==> src/rtl/reg_scoreboard_pkg.sv <==
// Shared constants for the register scoreboard: register file geometry,
// default outstanding-operation limit, and the counter width helper.
package reg_scoreboard_pkg;

  localparam int NREG        = 32;
  localparam int AW          = 5;
  localparam int MAX_OUT_DEF = 4;

  // Bits needed to hold 0..max_out inclusive.
  function automatic int cnt_w(input int max_out);
    return (max_out < 1) ? 1 : $clog2(max_out + 1);
  endfunction

endpackage

==> src/rtl/sb_busy_table.sv <==
// Busy table: one bit per architectural register. Clear from writeback,
// set from issue (set wins on the same register), flush overrides both.
// Register 0 is hardwired not-busy. Two combinational read ports serve
// the two source operands of the decode instruction.
module sb_busy_table
  import reg_scoreboard_pkg::*;
(
  input  logic            clk,
  input  logic            rst_n,
  input  logic            set_en,
  input  logic [AW-1:0]   set_addr,
  input  logic            clr_en,
  input  logic [AW-1:0]   clr_addr,
  input  logic            flush,
  input  logic [AW-1:0]   rd_addr_a,
  input  logic [AW-1:0]   rd_addr_b,
  output logic [NREG-1:0] busy_vec,
  output logic            busy_a,
  output logic            busy_b
);

  logic [NREG-1:0] busy_q, busy_d;

  // Next-state: clear, then set (so set wins), then flush overrides all.
  always_comb begin
    busy_d = busy_q;
    for (int i = 0; i < NREG; i++) begin
      if (clr_en && (clr_addr == AW'(i))) busy_d[i] = 1'b0;
      if (set_en && (set_addr == AW'(i))) busy_d[i] = 1'b1;
    end
    if (flush) busy_d = '0;
    busy_d[0] = 1'b0;
  end

  // State register with synchronous reset; nothing updates while in reset.
  always_ff @(posedge clk) begin
    if (!rst_n) busy_q <= '0;
    else        busy_q <= busy_d;
  end

  assign busy_vec = busy_q;
  assign busy_a   = busy_q[rd_addr_a];
  assign busy_b   = busy_q[rd_addr_b];

endmodule

==> src/rtl/reg_scoreboard.sv <==
// Register scoreboard for long-latency operations. Sets a busy bit when a
// long op issues, clears it at writeback, and stalls decode on RAW/WAW
// hazards against busy registers or when MAX_OUT ops are already in flight.
// Optional macro SCOREBOARD_BYPASS_EN: a same-cycle writeback masks its
// register from the hazard checks and frees one slot combinationally.
module reg_scoreboard
  import reg_scoreboard_pkg::*;
#(
  parameter int MAX_OUT = MAX_OUT_DEF
)(
  input  logic                        clk,
  input  logic                        rst_n,
  input  logic [AW-1:0]               ra1_r,
  input  logic [AW-1:0]               ra2_r,
  input  logic [AW-1:0]               rd_r,
  input  logic                        rd_we_r,
  input  logic                        long_r,
  input  logic                        issue_valid,
  output logic                        issue_ready,
  output logic                        stall,
  input  logic                        wb_valid,
  input  logic [AW-1:0]               wb_addr,
  input  logic                        flush,
  output logic [NREG-1:0]             busy_vec,
  output logic [cnt_w(MAX_OUT)-1:0]   outstanding
);

  localparam int CW = cnt_w(MAX_OUT);

  logic [CW-1:0] cnt_q, cnt_d;
  logic          busy_a, busy_b;
  logic          eb1, eb2, ebd;
  logic          wb_free;
  logic          raw, waw, full;
  logic          fire, dec;
  logic          set_en;

  sb_busy_table u_busy (
    .clk       (clk),
    .rst_n     (rst_n),
    .set_en    (set_en),
    .set_addr  (rd_r),
    .clr_en    (wb_valid),
    .clr_addr  (wb_addr),
    .flush     (flush),
    .rd_addr_a (ra1_r),
    .rd_addr_b (ra2_r),
    .busy_vec  (busy_vec),
    .busy_a    (busy_a),
    .busy_b    (busy_b)
  );

  // Hazard detection against effective busy state; gated off in reset.
  always_comb begin
    eb1     = busy_a;
    eb2     = busy_b;
    ebd     = busy_vec[rd_r];
    wb_free = 1'b0;
`ifdef SCOREBOARD_BYPASS_EN
    if (wb_valid && (wb_addr == ra1_r)) eb1 = 1'b0;
    if (wb_valid && (wb_addr == ra2_r)) eb2 = 1'b0;
    if (wb_valid && (wb_addr == rd_r))  ebd = 1'b0;
    wb_free = wb_valid;
`else
    wb_free = 1'b0;
`endif
    raw   = ((ra1_r != '0) && eb1) || ((ra2_r != '0) && eb2);
    waw   = rd_we_r && (rd_r != '0) && ebd;
    full  = long_r && (cnt_q == CW'(MAX_OUT)) && !wb_free;
    stall = rst_n && issue_valid && (raw || waw || full);
    fire  = rst_n && issue_valid && !stall && long_r;
    set_en = fire && rd_we_r && (rd_r != '0);
  end

  assign issue_ready = ~stall;

  // Outstanding counter: +1 on fire, -1 on completion (saturating at 0),
  // simultaneous fire and completion leave it unchanged; flush zeroes it.
  always_comb begin
    dec   = wb_valid && ((cnt_q != '0) || fire);
    cnt_d = cnt_q;
    if (fire && !dec)      cnt_d = cnt_q + CW'(1);
    else if (!fire && dec) cnt_d = cnt_q - CW'(1);
    if (flush) cnt_d = '0;
  end

  // Counter register with synchronous reset.
  always_ff @(posedge clk) begin
    if (!rst_n) cnt_q <= '0;
    else        cnt_q <= cnt_d;
  end

  assign outstanding = cnt_q;

endmodule

==> config.mk <==
export PLATFORM = sky130hd
export DESIGN_NAME = reg_scoreboard
export DESIGN_NICKNAME = d
export VERILOG_FILES = /design/src/rtl/reg_scoreboard_pkg.sv /design/src/rtl/sb_busy_table.sv /design/src/rtl/reg_scoreboard.sv
export SDC_FILE = /design/constraint.sdc
export NUM_CORES = 1
export LEC_CHECK = 0
export BUFFER_PORTS_ARGS = -buffer_cell sky130_fd_sc_hd__buf_2
export CAP_MARGIN = 10
export CORE_AREA = 2 2 69 71
export DETAILED_ROUTE_END_ITERATION = 7
export DIE_AREA = 0 0 71 73
export GPL_ROUTABILITY_DRIVEN = 0
export PLACE_DENSITY = 0.84
export SLEW_MARGIN = 20
export SYNTH_ARGS = -nofsm -noshare
export SYNTH_HDL_FRONTEND = slang
export SYNTH_SLANG_ARGS = --single-unit
==> constraint.sdc <==
create_clock -name clk -period 5.6 [get_ports clk]
set_input_delay 0.28 -clock clk [delete_from_list [all_inputs] [get_ports clk]]
set_output_delay 0.28 -clock clk [all_outputs]
set_load 0.02 [all_outputs]
==> After elaboration in Yosys (flattened, before gate mapping) <==
Index checks and enable logic that the tools add are counted.
{ "totals": {"ff_bits": 35, "latch_bits": 0, "ram_bits": 0, "romBits": 0, "input_bits": 27, "out_inout_bits": 37, "word_cells": 293, "memories": 0} }
{ "classes": {"n_addsub": 2, "n_mul": 0, "div_mod_pow": 0, "order_cmp": 3, "eq_ne": 63, "n_shift": 0, "mux": 70, "bitwise": 2, "n_reduce_logical": 120} }
{ "ops": {"columns": ["op", "n"], "rows": [
  ["$eq A5 B5 Y1 const B", 32],
  ["$eq A5 B4 Y1 const B", 16],
  ["$logic_and A1 B1 Y1", 76],
  ["$mux W1", 65],
  ["$reduce_bool A2 Y1", 32],
  ["$eq A5 B3 Y1 const B", 8],
  ["$eq A5 B2 Y1 const B", 4],
  ["$lt A5 B6 Y1 const B", 3],
  ["$bmux W1 S5", 3],
  ["$reduce_bool A5 Y1", 3],
  ["$eq A5 B1 Y1 const B", 2],
  ["$mux W3", 2],
  ["$logic_or A1 B1 Y1", 4],
  ["$add A3 B1 Y3 const B", 1],
  ["$eq A3 B3 Y1 const B", 1],
  ["$logic_not A1 Y1", 3],
  ["$reduce_bool A3 Y1", 1],
  ["$sub A3 B1 Y3 const B", 1],
  ["$not A1 Y1", 2],
  ["$reduce_or A2 Y1", 1]
]} }

==> Longest topological paths before layout <==
{ "logic_depth": {"depth_word": 15, "mapped_depth": 13, "ltp_nobuf": 11} }

==> Modules after synthesis <==
A second synthesis with hierarchy kept.
{ "hier_totals": {"hier_cells": 319, "area_unflattened_um2": 2601.2} }
{ "by_module_without_submodules": {"columns": ["module", "n_inst", "cells_per_inst", "area_per_inst_um2"], "rows": [
  ["sb_busy_table", 1, 240, 1913.1],
  ["reg_scoreboard", 1, 79, 688.2]
]} }

==> Least setup slack after synthesis <==
No wires, ideal clock.
{ "synth_path": {"path_kind": "input to register", "start": "input ra2_r[0]", "end": "register cnt_q[2] (netlist: outstanding[2])", "setup_time_ns": 0.074, "arrival_ns": 3.087, "required_ns": 5.526, "path_slack_ns": 2.438, "cell_stages": 11, "n_path_buf": 1, "path_cell_list": "buf_2 > mux4_2 > mux2_2 > a311o_1 > or2_2 > nor3_1 > inv_1 > fa_1 > nor4_1 > nand2_1 > a31oi_1"} }
{ "synth_between": {"elab_chain_cells": 15, "word_cells_on_any_way": 19, "cone_classes": "3 x mux; 16 x reduce/logical"} }
{ "synth_rtl": {"columns": ["element", "line_no", "source"], "rows": [
  ["start, declared", "reg_scoreboard.sv:14", "input logic [AW-1:0] ra2_r,"],
  ["$bmux W1 S5", "sb_busy_table.sv:43", "assign busy_b = busy_q[rd_addr_b];"],
  ["$mux W1 (implied by the code)", "sb_busy_table.sv:43", null],
  ["$logic_and A1 B1 Y1 (*)", "reg_scoreboard.sv:67", "raw = ((ra1_r != '0) && eb1) || ((ra2_r != '0) && eb2);"],
  ["$logic_or A1 B1 Y1 (*)", "reg_scoreboard.sv:67", null],
  ["$logic_or A1 B1 Y1 (*) (2 in series)", "reg_scoreboard.sv:70", "stall = rst_n && issue_valid && (raw || waw || full);"],
  ["$logic_and A1 B1 Y1 (*)", "reg_scoreboard.sv:70", null],
  ["$logic_not A1 Y1 (*)", "reg_scoreboard.sv:71", "fire = rst_n && issue_valid && !stall && long_r;"],
  ["$logic_and A1 B1 Y1 (*) (2 in series)", "reg_scoreboard.sv:71", null],
  ["$logic_or A1 B1 Y1", "reg_scoreboard.sv:80", "dec = wb_valid && ((cnt_q != '0) || fire);"],
  ["$logic_and A1 B1 Y1", "reg_scoreboard.sv:80", null],
  ["$logic_not A1 Y1", "reg_scoreboard.sv:82", "if (fire && !dec) cnt_d = cnt_q + CW'(1);"],
  ["$logic_and A1 B1 Y1", "reg_scoreboard.sv:82", null],
  ["$mux W3 or $reduce_bool A2 Y1 (tied branches)", null, null],
  ["end signal, assigned", "reg_scoreboard.sv:90", "else cnt_q <= cnt_d;"],
  ["end, declared", "reg_scoreboard.sv:30", "logic [CW-1:0] cnt_q, cnt_d;"]
]} }
Mark *: on every way between the ends. The rest lies on a longest branch, timed or not. The select of a mux whose other input is x is not followed.
A chain may end at the register's enable or synchronous reset.

==> Worst setup path in the final report <==
{ "layout_path": {"start": "register u_busy.busy_q[23] (netlist: u_busy.busy_vec[23])", "end": "register cnt_q[2] (netlist: outstanding[2])"} }
{ "layout_between": {"elab_chain_cells": 15, "word_cells_on_any_way": 24, "cone_classes": "7 x mux; 17 x reduce/logical"} }
{ "layout_rtl": {"columns": ["element", "line_no", "source"], "rows": [
  ["start, declared", "sb_busy_table.sv:22", "logic [NREG-1:0] busy_q, busy_d;"],
  ["start signal, assigned", "sb_busy_table.sv:38", "else busy_q <= busy_d;"],
  ["$bmux W1 S5, on equally long branches", "sb_busy_table.sv:42, sb_busy_table.sv:43", null],
  ["$mux W1, on equally long branches", "sb_busy_table.sv:42, sb_busy_table.sv:43", null],
  ["$logic_and A1 B1 Y1", "reg_scoreboard.sv:67", null],
  ["$logic_or A1 B1 Y1", "reg_scoreboard.sv:67", null],
  ["$logic_or A1 B1 Y1 (*) (2 in series)", "reg_scoreboard.sv:70", null],
  ["$logic_and A1 B1 Y1 (*)", "reg_scoreboard.sv:70", null],
  ["$logic_not A1 Y1 (*)", "reg_scoreboard.sv:71", null],
  ["$logic_and A1 B1 Y1 (*) (2 in series)", "reg_scoreboard.sv:71", null],
  ["$logic_or A1 B1 Y1", "reg_scoreboard.sv:80", null],
  ["$logic_and A1 B1 Y1", "reg_scoreboard.sv:80", null],
  ["$logic_not A1 Y1", "reg_scoreboard.sv:82", null],
  ["$logic_and A1 B1 Y1", "reg_scoreboard.sv:82", null],
  ["$mux W3 or $reduce_bool A2 Y1 (tied branches)", null, null]
]} }
Marks and branches as above.

==> flow_summary_export.csv <==
group,metric,value,unit
yosys,yosys.area.top_type,"dfxtp_1",
sta,slew-limit-headroom,0.334,
cts,cts_inserted_buffers,5,
floorplan,dieArea,5180,sq um
power_and_ir_drop,powerDensity,173,nW/um^2
cts,h-tree-depth,2,
yosys,syn_inst,279,
placement,pre_cts_slack,2.19,ns
setup_path,path_max_fanout,5,
floorplan,die_x,71,microns
cts,cts_tree,"built",
sta,rsz0062_at_grt,"false",
global_route,grt_max_degree,24,
sta,setup_slack,2.32,ns
global_route,antenna_found_initial,0,
sta,tns,0,ns
setup_path,worstReg2RegStart,"u_busy.busy_vec[23]",
floorplan,fp.dieH,73,microns
worst_hold_path,hold_path_class,"primary input to register",
global_route,grt_overflow,0,
route,first_pass_iters,5,
yosys,yosys_warnings,0,
yosys,avgSynthCellArea,8.89,sq um
setup_path,startpoint,"u_busy.busy_vec[23]",
route,viasPerCell,6.88,
floorplan,io_pins,64,
cells_and_area,finalNetCount,356,
cts,cts.repair.resized,0,
cts,holdBufCountCts,0,
route,drtAntennaViolNets,0,
cells_and_area,areaGrowthSynthToFinish,14.6,%
route,wirelength,7550,microns
setup_path,path_class,"register to register",
worst_hold_path,min_from,"wb_valid",
sta,hold_viol,0,
cts,insertion_delay,0.28,ns
global_route,grtUsageTotal,0.296,
setup_path,worstPathArrival,3.48,ns
sta,finalCriticalPeriod,3.28,ns
sta,slew_violations,0,
sta,clock_skew,0.00295,ns
power_and_ir_drop,vdd_ir_drop_max,0.000151,V
setup_path,r2r_setup_slack,2.32,ns
yosys,ys_async_sr_fraction,0,
yosys,ys_types,44,
sta,period_share,0.585,
setup_path,critPathLaunchType,"register",
power_and_ir_drop,leakage,1.07,nW
cells_and_area,diodes,0,
placement,hpwl,5640,microns
setup_path,endpoint_kind,"register",
global_route,first_global_vias,2436,
route,vias,2629,
yosys,synth.cell_area,2480,sq um
route,wl_per_cell,19.8,microns
yosys,seq_area_frac_synth,0.274,
floorplan,core,4540,sq um
floorplan,initial_core_util,0.547,
outcome,status,"finished, final reports clean",
cts,clockBufferDepth,2,
cells_and_area,fillers,403,
cts,path_clk_slew,0.06,ns
route,route.detailed.drc,0,
sta,max_freq,305,MHz
setup_path,worstPathRequired,5.80,ns
placement,io_buffer_count,62,
yosys,synth-edff-count,0,
cts,post-cts-setup-buffers,0,
route,drtIter0Drc,177,
sta,setup_viol,0,
cells_and_area,drive_gt1_frac,0.302,
sta,tightest_slew,0.997,ns
yosys,synth-main-ff-cell,"dfxtp_1",
floorplan,row_count,25,
yosys,synth_nets,307,
yosys,synth-seq-cells,34,
yosys,synth_area_leaders,"dfxtp_1, mux4_2, o21ai_0, mux2_2, mux2i_1",
cts,cts_root_buf,"clkbuf_8",
yosys,synth_top_cell_area_share,0.274,
global_route,grt_pass1_wl,11900,microns
job,drv_cap,0,
cts,cts.sinks,34,
-- state kept, by name, summed over array words and instances, names as in the netlist --
register	flops
outstanding	3
u_busy.busy_vec	31
-- routing by layer --
layer / part of all wire / up-vias / GRT usage
met1: 0.40 / 1247 / 0.389
met3: 0.098 / 24 / 0.0594
li1: - / 1204 / -
met4: 0.023 / 0 / 0.0985
met5: 0 / - / 0
met2: 0.48 / 154 / 0.492
-- per-stage QoR --
stage               hold WS (ns)  area (sq um)  total power [mW]  std cells  utilization
floorplan                  0.489          2480             0.302        279            -
global placement           0.523          2770             0.325        375        0.610
detailed placement         0.539          2770             0.326        375        0.610
CTS                        0.439          2840             0.491        382        0.627
global route               0.486          2840             0.511        382        0.627
finish                     0.444          2840             0.493        382        0.627
-- worst paths after layout --
check,end,cells past startpoint
worst max-delay path,outstanding[2],11
worst max register to register,outstanding[2],11
worst min-delay path,outstanding[2],3
worst min register to register,u_busy.busy_vec[7],2
-- critical path, stage by stage (launching register included) --
cell       delay (ns)
dfxtp_1          0.38
mux4_2           0.50
mux2i_1          0.20
a2111oi_0        0.13
a311o_1          0.34
or2_2            0.30
nor3_1           0.30
inv_1            0.13
fa_1             0.44
nor4_1           0.26
nand2_1          0.08
a31oi_1          0.12
-- cells in the mapped netlist, types with 5 or more instances --
cell type	n
dfxtp_1	34
o21ai_0	25
a21oi_1	16
mux4_2	14
nand2_1	14
clkbuf_1	13
nor2_1	13
o211ai_1	13
nand3_1	12
mux2_2	11
mux2i_1	10
o31ai_1	9
or4_1	9
nor2b_1	8
nand2b_1	7
o31a_1	6
nand3b_1	5
nor3b_1	5
o41ai_1	5
or2_2	5
-- report_power, final --
part           total (mW)  switching, mW  internal (mW)  leakage, nW
logic              0.0798         0.0530         0.0268        0.754
registers           0.243       0.000636          0.242        0.274
clock network       0.170         0.0849         0.0856       0.0383
-- cells by family after synthesis --
family	synth area share
simple gates	0.218
compound gates	0.238
mux	0.217
flops	0.274
buf+inv	0.0429
fa+ha+maj	0.00807
other cells	0.00151
-- cells in the final DEF (no fill, tap or decap), types with 2 or more instances in the layout --
| cell | instances |
|---|---|
| o31a_1 | 6 |
| o22ai_1 | 2 |
| nor2b_1 | 8 |
| o21ai_0 | 25 |
| nor4_1 | 2 |
| or3_1 | 4 |
| nand4_1 | 3 |
| inv_1 | 4 |
| nand3_1 | 12 |
| mux4_2 | 14 |
| o211ai_1 | 13 |
| clkbuf_1 | 2 |
| clkbuf_8 | 5 |
| o311ai_0 | 2 |
| nor2_1 | 13 |
| or2_2 | 5 |
| nor3b_1 | 5 |
| nor3_1 | 3 |
| mux2_2 | 11 |
| nand2_1 | 14 |
| a31oi_1 | 2 |
| nand3b_1 | 5 |
| o31ai_1 | 9 |
| buf_2 | 62 |
| a2111oi_0 | 4 |
| dfxtp_1 | 34 |
| o311a_1 | 2 |
| a21oi_1 | 16 |
| mux2i_1 | 10 |
| or4_1 | 9 |
| o41ai_1 | 5 |
| nand2b_1 | 7 |
-- final cells by class --
cell class	instances	area (sq um)	area share
timing repair buffer	62	310	0.109
inverter	4	15.0	0.00528
tap	54	67.6	0.0238
clock buffer	7	76.3	0.0268
sequential	34	681	0.239
multi-input combinational	221	1690	0.596
(Power assumes the default switching activity.)
